===== src/rtl/inst_encoder_loader_if.sv =====
// Stream of decoded instruction fields in, instruction-memory write port out.
interface inst_encoder_loader_if #(
  parameter int ADDR_W = 8
);
  logic              in_valid;
  logic              in_ready;
  logic [2:0]        in_op;
  logic [1:0]        in_funct;
  logic [2:0]        in_ra;
  logic [4:0]        in_rb;
  logic              in_last;
  logic              im_we;
  logic [ADDR_W-1:0] im_waddr;
  logic [8:0]        im_wdata;

  modport master (
    output in_valid, in_op, in_funct, in_ra, in_rb, in_last,
    input  in_ready, im_we, im_waddr, im_wdata
  );

  modport slave (
    input  in_valid, in_op, in_funct, in_ra, in_rb, in_last,
    output in_ready, im_we, im_waddr, im_wdata
  );
endinterface


===== src/rtl/inst_encoder_loader.sv =====
// Packs decoded fields into 9-bit machine words and writes them to
// consecutive instruction-memory addresses from BASE_ADDR.
module inst_encoder_loader #(
  parameter int ADDR_W    = 8,
  parameter int BASE_ADDR = 0
) (
  input  logic                      CLK,
  input  logic                      Reset,
  input  logic                      start,
  inst_encoder_loader_if.slave      bus,
  output logic                      busy,
  output logic                      done,
  output logic                      err,
  output logic [1:0]                err_code,
  output logic [ADDR_W:0]           count
);

  localparam logic [1:0] S_IDLE = 2'd0;
  localparam logic [1:0] S_RUN  = 2'd1;
  localparam logic [1:0] S_DONE = 2'd2;
  localparam logic [1:0] S_ERR  = 2'd3;

  localparam logic [ADDR_W-1:0] PTR_BASE = ADDR_W'(BASE_ADDR);
  localparam logic [ADDR_W-1:0] PTR_LAST = '1;

  logic [1:0]        state;
  logic [ADDR_W-1:0] ptr;
  logic [8:0]        word;
  logic              illegal;
  logic              accept;

  assign bus.in_ready = (state == S_RUN);
  assign busy         = (state == S_RUN);
  assign done         = (state == S_DONE);
  assign err          = (state == S_ERR);
  assign accept       = bus.in_valid && bus.in_ready;

  always_comb begin
    word    = '0;
    illegal = 1'b0;
    case (bus.in_op)
      3'b000, 3'b001: begin
        if (bus.in_funct == 2'b00) begin
          word    = {4'b0000, bus.in_ra[1:0], bus.in_rb[2:0]};
          illegal = bus.in_ra[2] || (bus.in_rb[4:3] != 2'b00);
        end else begin
          word    = {2'b00, bus.in_funct, bus.in_rb};
        end
      end
      3'b010, 3'b011, 3'b100, 3'b110: begin
        word    = {bus.in_op, bus.in_ra[0], bus.in_rb};
        illegal = (bus.in_ra[2:1] != 2'b00);
      end
      default: begin
        word    = {bus.in_op, bus.in_ra, bus.in_rb[2:0]};
        illegal = (bus.in_rb[4:3] != 2'b00);
      end
    endcase
  end

  always_ff @(posedge CLK) begin
    if (Reset) begin
      state        <= S_IDLE;
      ptr          <= PTR_BASE;
      count        <= '0;
      err_code     <= 2'b00;
      bus.im_we    <= 1'b0;
      bus.im_waddr <= PTR_BASE;
      bus.im_wdata <= '0;
    end else begin
      bus.im_we <= 1'b0;
      case (state)
        S_RUN: begin
          if (accept) begin
            if (illegal) begin
              state    <= S_ERR;
              err_code <= 2'b01;
            end else begin
              bus.im_we    <= 1'b1;
              bus.im_wdata <= word;
              bus.im_waddr <= ptr;
              count        <= count + 1'b1;
              // Last slot: pointer saturates; only a final bundle may end cleanly here.
              if (ptr == PTR_LAST) begin
                state <= bus.in_last ? S_DONE : S_ERR;
                if (!bus.in_last) err_code <= 2'b10;
              end else begin
                ptr <= ptr + 1'b1;
                if (bus.in_last) state <= S_DONE;
              end
            end
          end
        end
        default: begin
          if (start) begin
            state    <= S_RUN;
            ptr      <= PTR_BASE;
            count    <= '0;
            err_code <= 2'b00;
          end
        end
      endcase
    end
  end

endmodule


===== src/flat_wrapper.sv =====
// flat-port wrapper written by rule: the top's interface ports become plain ports
module inst_encoder_loader_flat 
#(
  parameter int ADDR_W    = 8,
  parameter int BASE_ADDR = 0
)
  (CLK, Reset, start, busy, done, err, err_code, count, bus_in_valid, bus_in_op, bus_in_funct, bus_in_ra, bus_in_rb, bus_in_last, bus_in_ready, bus_im_we, bus_im_waddr, bus_im_wdata);
  inst_encoder_loader_if #(.ADDR_W(ADDR_W)) bus_i ();
  input  logic CLK;
  input  logic Reset;
  input  logic start;
  output logic busy;
  output logic done;
  output logic err;
  output logic [1:0] err_code;
  output logic [ADDR_W:0] count;
  input wire logic [$bits(bus_i.in_valid)-1:0] bus_in_valid;
  input wire logic [$bits(bus_i.in_op)-1:0] bus_in_op;
  input wire logic [$bits(bus_i.in_funct)-1:0] bus_in_funct;
  input wire logic [$bits(bus_i.in_ra)-1:0] bus_in_ra;
  input wire logic [$bits(bus_i.in_rb)-1:0] bus_in_rb;
  input wire logic [$bits(bus_i.in_last)-1:0] bus_in_last;
  output wire logic [$bits(bus_i.in_ready)-1:0] bus_in_ready;
  output wire logic [$bits(bus_i.im_we)-1:0] bus_im_we;
  output wire logic [$bits(bus_i.im_waddr)-1:0] bus_im_waddr;
  output wire logic [$bits(bus_i.im_wdata)-1:0] bus_im_wdata;
  assign bus_i.in_valid = bus_in_valid;
  assign bus_i.in_op = bus_in_op;
  assign bus_i.in_funct = bus_in_funct;
  assign bus_i.in_ra = bus_in_ra;
  assign bus_i.in_rb = bus_in_rb;
  assign bus_i.in_last = bus_in_last;
  assign bus_in_ready = bus_i.in_ready;
  assign bus_im_we = bus_i.im_we;
  assign bus_im_waddr = bus_i.im_waddr;
  assign bus_im_wdata = bus_i.im_wdata;
  inst_encoder_loader #(.ADDR_W(ADDR_W), .BASE_ADDR(BASE_ADDR)) u_core (.CLK(CLK), .Reset(Reset), .start(start), .bus(bus_i), .busy(busy), .done(done), .err(err), .err_code(err_code), .count(count));
endmodule

===== config.mk =====
export PLATFORM = sky130hd
export DESIGN_NAME = inst_encoder_loader_flat
export DESIGN_NICKNAME = d
export VERILOG_FILES = /design/src/rtl/inst_encoder_loader_if.sv /design/src/rtl/inst_encoder_loader.sv /design/src/flat_wrapper.sv
export SDC_FILE = /design/constraint.sdc
export NUM_CORES = 1
export LEC_CHECK = 0
export CAP_MARGIN = 20
export CELL_PAD_IN_SITES_DETAIL_PLACEMENT = 0
export CELL_PAD_IN_SITES_GLOBAL_PLACEMENT = 1
export CORE_MARGIN = 2
export CORE_UTILIZATION = 38
export DETAILED_ROUTE_END_ITERATION = 8
export PLACE_DENSITY_LB_ADDON = 0.1
export SLEW_MARGIN = 40
export SYNTH_ARGS = -nofsm -noshare
export SYNTH_HDL_FRONTEND = slang
export SYNTH_SLANG_ARGS = --single-unit

===== constraint.sdc =====
create_clock -name CLK -period 3.5 [get_ports CLK]
set_input_delay 0.35 -clock CLK [delete_from_list [all_inputs] [get_ports CLK]]
set_output_delay 0.35 -clock CLK [all_outputs]
set_load 0.02 [all_outputs]

### Word-level counts from Yosys, hierarchy flattened

Index checks and enable logic that the tools add are counted.

| word-level totals | value |
|---|---|
| flip-flop bits (word level) | 39 |
| bits in latches | 0 |
| memory bits (writable) | 0 |
| memory bits (read-only) | 0 |
| input bits | 18 |
| output and inout bits | 33 |
| memories | 0 |

| operators by class | value |
|---|---|
| add/sub/neg operators | 2 |
| $mul | 0 |
| div/mod/pow operators | 0 |
| order comparisons | 0 |
| equal/unequal tests | 15 |
| shift-type cells | 0 |
| muxes and demuxes | 27 |
| bitwise operators | 3 |
| reductions and logical operators | 15 |

Operators by type and width:

| cell | count |
|---|---|
| 2-to-1 mux 8 bit | 5 |
| 2-to-1 mux 9 bit | 4 |
| 2-to-1 mux 2 bit | 12 |
| case mux 9 bit (2 select lines) | 1 |
| adder 9 x 1 -> 9 bit, second input constant | 1 |
| AND reduction 3 bit | 3 |
| adder 8 x 1 -> 8 bit, second input constant | 1 |
| equality test 8 bit, second input constant | 1 |
| AND reduction 4 bit | 2 |
| 2-to-1 mux 7 bit | 1 |
| equality test 3 x 2 -> 1 bit, second input constant | 2 |
| equality test 3 bit, second input constant | 2 |
| != test 2 bit, second input constant | 3 |
| != test 3 bit, second input constant | 2 |
| nonzero test 2 bit | 3 |
| equality test 2 bit, second input constant | 2 |
| != test 4 bit, second input constant | 1 |
| OR reduction 4 bit | 1 |
| equality test 3 x 1 -> 1 bit, second input constant | 1 |
| logical NOT 3 bit | 1 |
| 2-to-1 mux 1 bit | 3 |
| NOT 1 bit | 3 |
| OR reduction 3 bit | 1 |
| equality test 2 x 1 -> 1 bit, second input constant | 1 |
| 5 further kinds | 5 |

### Logic depth before layout (Yosys ltp)

| depth | value |
|---|---|
| depth after elaboration | 7 |
| mapped depth | 7 |
| gate-level depth less buffers | 6 |

### Worst setup path after synthesis

Ideal clock, no wire load.

| timing | value |
|---|---|
| path type | register -> register |
| start | reg u_core.ptr[0] |
| end | reg u_core.ptr[3] |
| data arrival time | 1,637 ps |
| data required time | 3,413 ps |
| path slack | 1,775 ps |
| cell stages (with the launch flop) | 7 |
| period minus slack after synthesis | 1,725 ps |
| cells stage by stage | dfxtp_1 ha_1 and4_1 nand4_1 nand3_4 or3_1 o31ai_1 |

| on the way | value |
|---|---|
| cells in the longest elaborated chain, start to end | 5 |
| elaborated cells between the ends (all ways) | 8 |
| those cells by class | add/sub: 1; eq/ne: 2; mux: 4; reduce/logical: 1 |

Ends and longest elaborated chain:

| element | line | source |
|---|---|---|
| start: declaration | inst_encoder_loader.sv:27 | `logic [ADDR_W-1:0] ptr;` |
| start signal: assignment | inst_encoder_loader.sv:88 | `ptr <= ptr + 1'b1;` |
| adder 8 x 1 -> 8 bit | inst_encoder_loader.sv:88 |  |
| 2-to-1 mux 8 bit | inst_encoder_loader.sv:84 | `if (ptr == PTR_LAST) begin` |
| 2-to-1 mux 8 bit | inst_encoder_loader.sv:75 | `if (illegal) begin` |
| 2-to-1 mux 8 bit | inst_encoder_loader.sv:74 | `if (accept) begin` |
| 2-to-1 mux 8 bit | inst_encoder_loader.sv:72 | `case (state)` |

Several ways; a longest one is shown, not always the timed one. The select of a mux whose other input is x is not followed.
A chain may end at the register's enable or synchronous reset.

### Final worst setup path

| timing | value |
|---|---|
| start | in bus_in_op[2] |
| end | reg u_core.ptr[6] |

| on the way | value |
|---|---|
| cells in the longest elaborated chain, start to end | 5 |
| elaborated cells between the ends (all ways) | 11 |
| those cells by class | eq/ne: 6; mux: 1; reduce/logical: 4 |

Ends and longest elaborated chain:

| element | line | source |
|---|---|---|
| start: declaration | flat_wrapper.sv:18 | `input wire logic [$bits(bus_i.in_op)-1:0] bus_in_op;` |
| equality test 3 x 2 -> 1 bit, or another cell as far along | inst_encoder_loader.sv:41 | `case (bus.in_op)` |
| OR reduction 4 bit / OR reduction 2 bit (equally long branches) | inst_encoder_loader.sv:41 |  |
| case mux 1 bit (2 select lines) (*) | inst_encoder_loader.sv:41 |  |
| != test 2 bit (no line) (*) | - |  |
| AND reduction 4 bit (no line) (*) | - |  |

Mark *: on every way between the ends. The rest lies on a longest branch, timed or not.

==> impl_metrics.ini <==
[sta]
setup_viol_count_final = 0
finalCriticalPeriod_ns = 2.185
unrepaired_setup_endpoints_after_global_routing = no
worst_slack_ns = 1.315
skew_ns = 0.002571
fmax_mhz = 457.7
worst_slew_margin_rel_pct = 66.41
tns_ns = 0
transition_at_the_pin_with_the_smallest_max_transition_slack_ns = 0.5039
hold_viol = 0
min_period_over_period_pct = 62.43
drv_slew = 0

[logic_synthesis]
asyncSetResetFlopFracSynth_pct = 0
area_fraction_in_compound_gates_after_synthesis_pct = 24.87
synth_area_um2 = 1922
synthSimpleGateAreaFrac_pct = 27.54
yosys_warnings = 0
netlist-cell-type-count = 54
ys_seq_area_share_pct = 40.63
yosysTopAreaCell = sky130_fd_sc_hd__dfxtp_1
dominant_combinational_cell_family_by_area_after_synthesis = simple AND/OR/NAND/NOR gates
synth.area.top_cells = sky130_fd_sc_hd__dfxtp_1 41%, sky130_fd_sc_hd__nand2_1 9.0%, sky130_fd_sc_hd__a21oi_1 6.3%, sky130_fd_sc_hd__nor2_1 2.9%, sky130_fd_sc_hd__nand3_1 2.3%
synthMostInstantiatedCell = sky130_fd_sc_hd__nand2_1
yosys-top-cells-count = 46 x sky130_fd_sc_hd__nand2_1, 39 x sky130_fd_sc_hd__dfxtp_1, 24 x sky130_fd_sc_hd__a21oi_1, 15 x sky130_fd_sc_hd__nor2_1, 9 x sky130_fd_sc_hd__nand3_1
postSynthCellCount = 230
muxShareOfSynthArea_pct = 1.563
yosys.area_share.adder_pct = 1.302
number_of_synthesized_register_bits = 39
mappedNetlistNets = 250
ys.flop_type = sky130_fd_sc_hd__dfxtp_1
synth.top_cell.area_share_pct = 40.63
syn_avg_cell_area_um2 = 8.356
synthXorXnorAreaFrac_pct = 0
synth-edff-count = 0

[critical_path]
critical_path_capture_point_type = flop
timing.critical_path.fanout_max = 10
timing.critical_path.slowest_cell_delay_ns = 0.73
crit_slowest_cell = sky130_fd_sc_hd__clkdlybuf4s50_1
worstSetupPathType = in2reg
cpLargestDelayFamily = buffers and inverters
critical_path_arrival_ns = 2.39
path_cells = clkdlybuf4s50_1 > nand2_1 > o221a_4 > nor3_2 > a31oi_1 > a311oi_1
critPathLaunchType = input pin
critical_path.n_buffers_inverters = 1
critical_path_required_ns = 3.71

[pwr]
static-leakage-power_nw = 0.9201
pwr_density_cell_nw_per_um2 = 377.7
vdd_ir_drop_max_uv = 289.9

[global_routing]
grt_util_all_layers_pct = 18.29
number_of_antenna_violations_at_the_first_check_in_global_routing = 0
grt_pass1_wl_um = 7810
via_count_of_the_first_global_routing_pass = 1631
grt_max_degree = 28
global_route.overflow_total = 0

[floorplanning]
boundaryPins = 51
placementRows = 25
initial_util_pct = 40.16
dieArea_um2 = 5642
core_um2 = 4786
chipHeight_um = 75.12
chip_width_um = 75.12

[final_layout]
final.fill_count = 502
antenna-diode-count = 0
numnets_final = 300
post_route_cells_drive_above_1_share_pct = 9.964
area.growth.synth_to_final_pct = 34.11

[cts]
clkTransAtPathRegs_ns = 0.08
clk-insertion-delay-late_ns = 0.29
clockBufferDepth = 2
tritoncts_buffer_count = 5
ctsResizeCount = 0
maximum_level_of_the_cts_h_tree = 2
tritoncts = built
cts-root-buf = sky130_fd_sc_hd__clkbuf_8
tritoncts_num_sinks = 39
hold_buffers = 0
post-cts-setup-buffers = 0

[detailed_routing]
drt_iter0_drc = 86
wire_per_inst_um = 13.94
post_drt_via_cell_ratio = 5.239
drt_pass1_iterations = 4
antenna_violating_nets_post_route = 0
drt_drc_violations_left = 0
routed-via-count = 1823
total_wire_length_um = 4851

[placement]
place_hpwl_um = 3535
place_ws_ns = 1.037
gpl.final_weighted_congestion = 0.8112
number_of_buffers_inserted_by_port_buffering = 50

[flow_run]
maxCapViolCount = 0

[outcome]
status = finished, final reports clean

[worst_hold_path]
hp-class = reg2reg
per-stage QoR:
stage / hold slack (ns) / power (mW) / cells / area (um2) / utilization, %
CTS: 0.4574 / 0.9840 / 348 / 2577 / 53.86
detailed placement: 0.4458 / 0.6042 / 340 / 2465 / 51.50
floorplan: 0.4580 / 0.5488 / 230 / 1922 / -
finish: 0.4545 / 0.9736 / 348 / 2577 / 53.86
global placement: 0.4431 / 0.6061 / 340 / 2465 / 51.50
global route: 0.4689 / 1.015 / 348 / 2577 / 53.86
cells in the final DEF, fill, tap and decap left out, types with 2 or more instances in the layout:
cell,count
sky130_fd_sc_hd__a211oi_1,2
sky130_fd_sc_hd__a21o_1,2
sky130_fd_sc_hd__a21oi_1,24
sky130_fd_sc_hd__a311oi_1,2
sky130_fd_sc_hd__a311oi_2,3
sky130_fd_sc_hd__a31oi_1,3
sky130_fd_sc_hd__and3_1,7
sky130_fd_sc_hd__buf_4,2
sky130_fd_sc_hd__clkbuf_8,5
sky130_fd_sc_hd__clkdlybuf4s50_1,50
sky130_fd_sc_hd__dfxtp_1,39
sky130_fd_sc_hd__ha_1,2
sky130_fd_sc_hd__inv_1,5
sky130_fd_sc_hd__mux2i_1,3
sky130_fd_sc_hd__nand2_1,46
sky130_fd_sc_hd__nand3_1,9
sky130_fd_sc_hd__nor2_1,15
sky130_fd_sc_hd__nor2b_1,3
sky130_fd_sc_hd__nor3_1,5
sky130_fd_sc_hd__nor4_1,2
sky130_fd_sc_hd__o21ai_0,5
sky130_fd_sc_hd__o21ai_1,8
sky130_fd_sc_hd__o31ai_1,3
sky130_fd_sc_hd__or3_1,4
kinds of logic (layout without fill, tap and decap cells):
family	Yosys count	in the layout
AO/OA/AOI/OAI	65	65
adder cells (fa/ha/maj)	2	2
buffers and inverters	15	66
flip-flops	39	39
multiplexers	3	3
AND/OR/NAND/NOR	106	106
worst register-to-register path, stage by stage (launching register included):
cell	delay (ns)
sky130_fd_sc_hd__dfxtp_1	0.42
sky130_fd_sc_hd__ha_1	0.26
sky130_fd_sc_hd__and4_1	0.28
sky130_fd_sc_hd__nand4_1	0.34
sky130_fd_sc_hd__nor2_1	0.25
sky130_fd_sc_hd__o32ai_1	0.10
sky130_fd_sc_hd__a32o_1	0.21
state kept, by name, indices dropped and copies added, names as in the netlist:
register / cells
u_core.err_code: 2
u_core.count: 9
u_core.bus.im_we: 1
u_core.state: 2
u_core.ptr: 8
u_core.bus.im_wdata: 9
u_core.bus.im_waddr: 8
layer usage:
metal / GRT usage, % / wire length, um / up-vias
li1: - / - / 936
met1: 26.49 / 2398 / 833
met2: 27.10 / 2151 / 47
met3: 3.748 / 241 / 7
met4: 5.952 / 59 / 0
met5: 0 / 0 / -
worst paths after layout:
| check | startpoint | end | slack, ns | cells past startpoint |
|---|---|---|---|---|
| min reg2reg | u_core.bus.im_waddr[2] | u_core.bus.im_waddr[2] | 0.45 | 2 |
| max | bus_in_op[2] | u_core.ptr[6] | 1.32 | 6 |
| max reg2reg | u_core.ptr[0] | u_core.err_code[0] | 1.54 | 6 |
| min | u_core.bus.im_waddr[2] | u_core.bus.im_waddr[2] | 0.45 | 2 |
cell type report:
class	instances	area [um2]	share of cell area [%]
Inverter	6	22.52	0.8738
Clock buffer	5	68.82	2.670
Timing Repair Buffer	52	515.5	20.00
Tap cell	67	83.83	3.252
Sequential cell	39	780.7	30.29
Clock inverter	3	43.79	1.699
Multi-Input combinational cell	176	1062	41.21
power breakdown:
group          switching (mW)  internal [mW]  total, mW
clock network           0.167          0.212      0.380
registers             0.00572          0.450      0.456
logic                  0.0790         0.0589      0.138
total                   0.252          0.721      0.974
(Power assumes the default switching activity.)
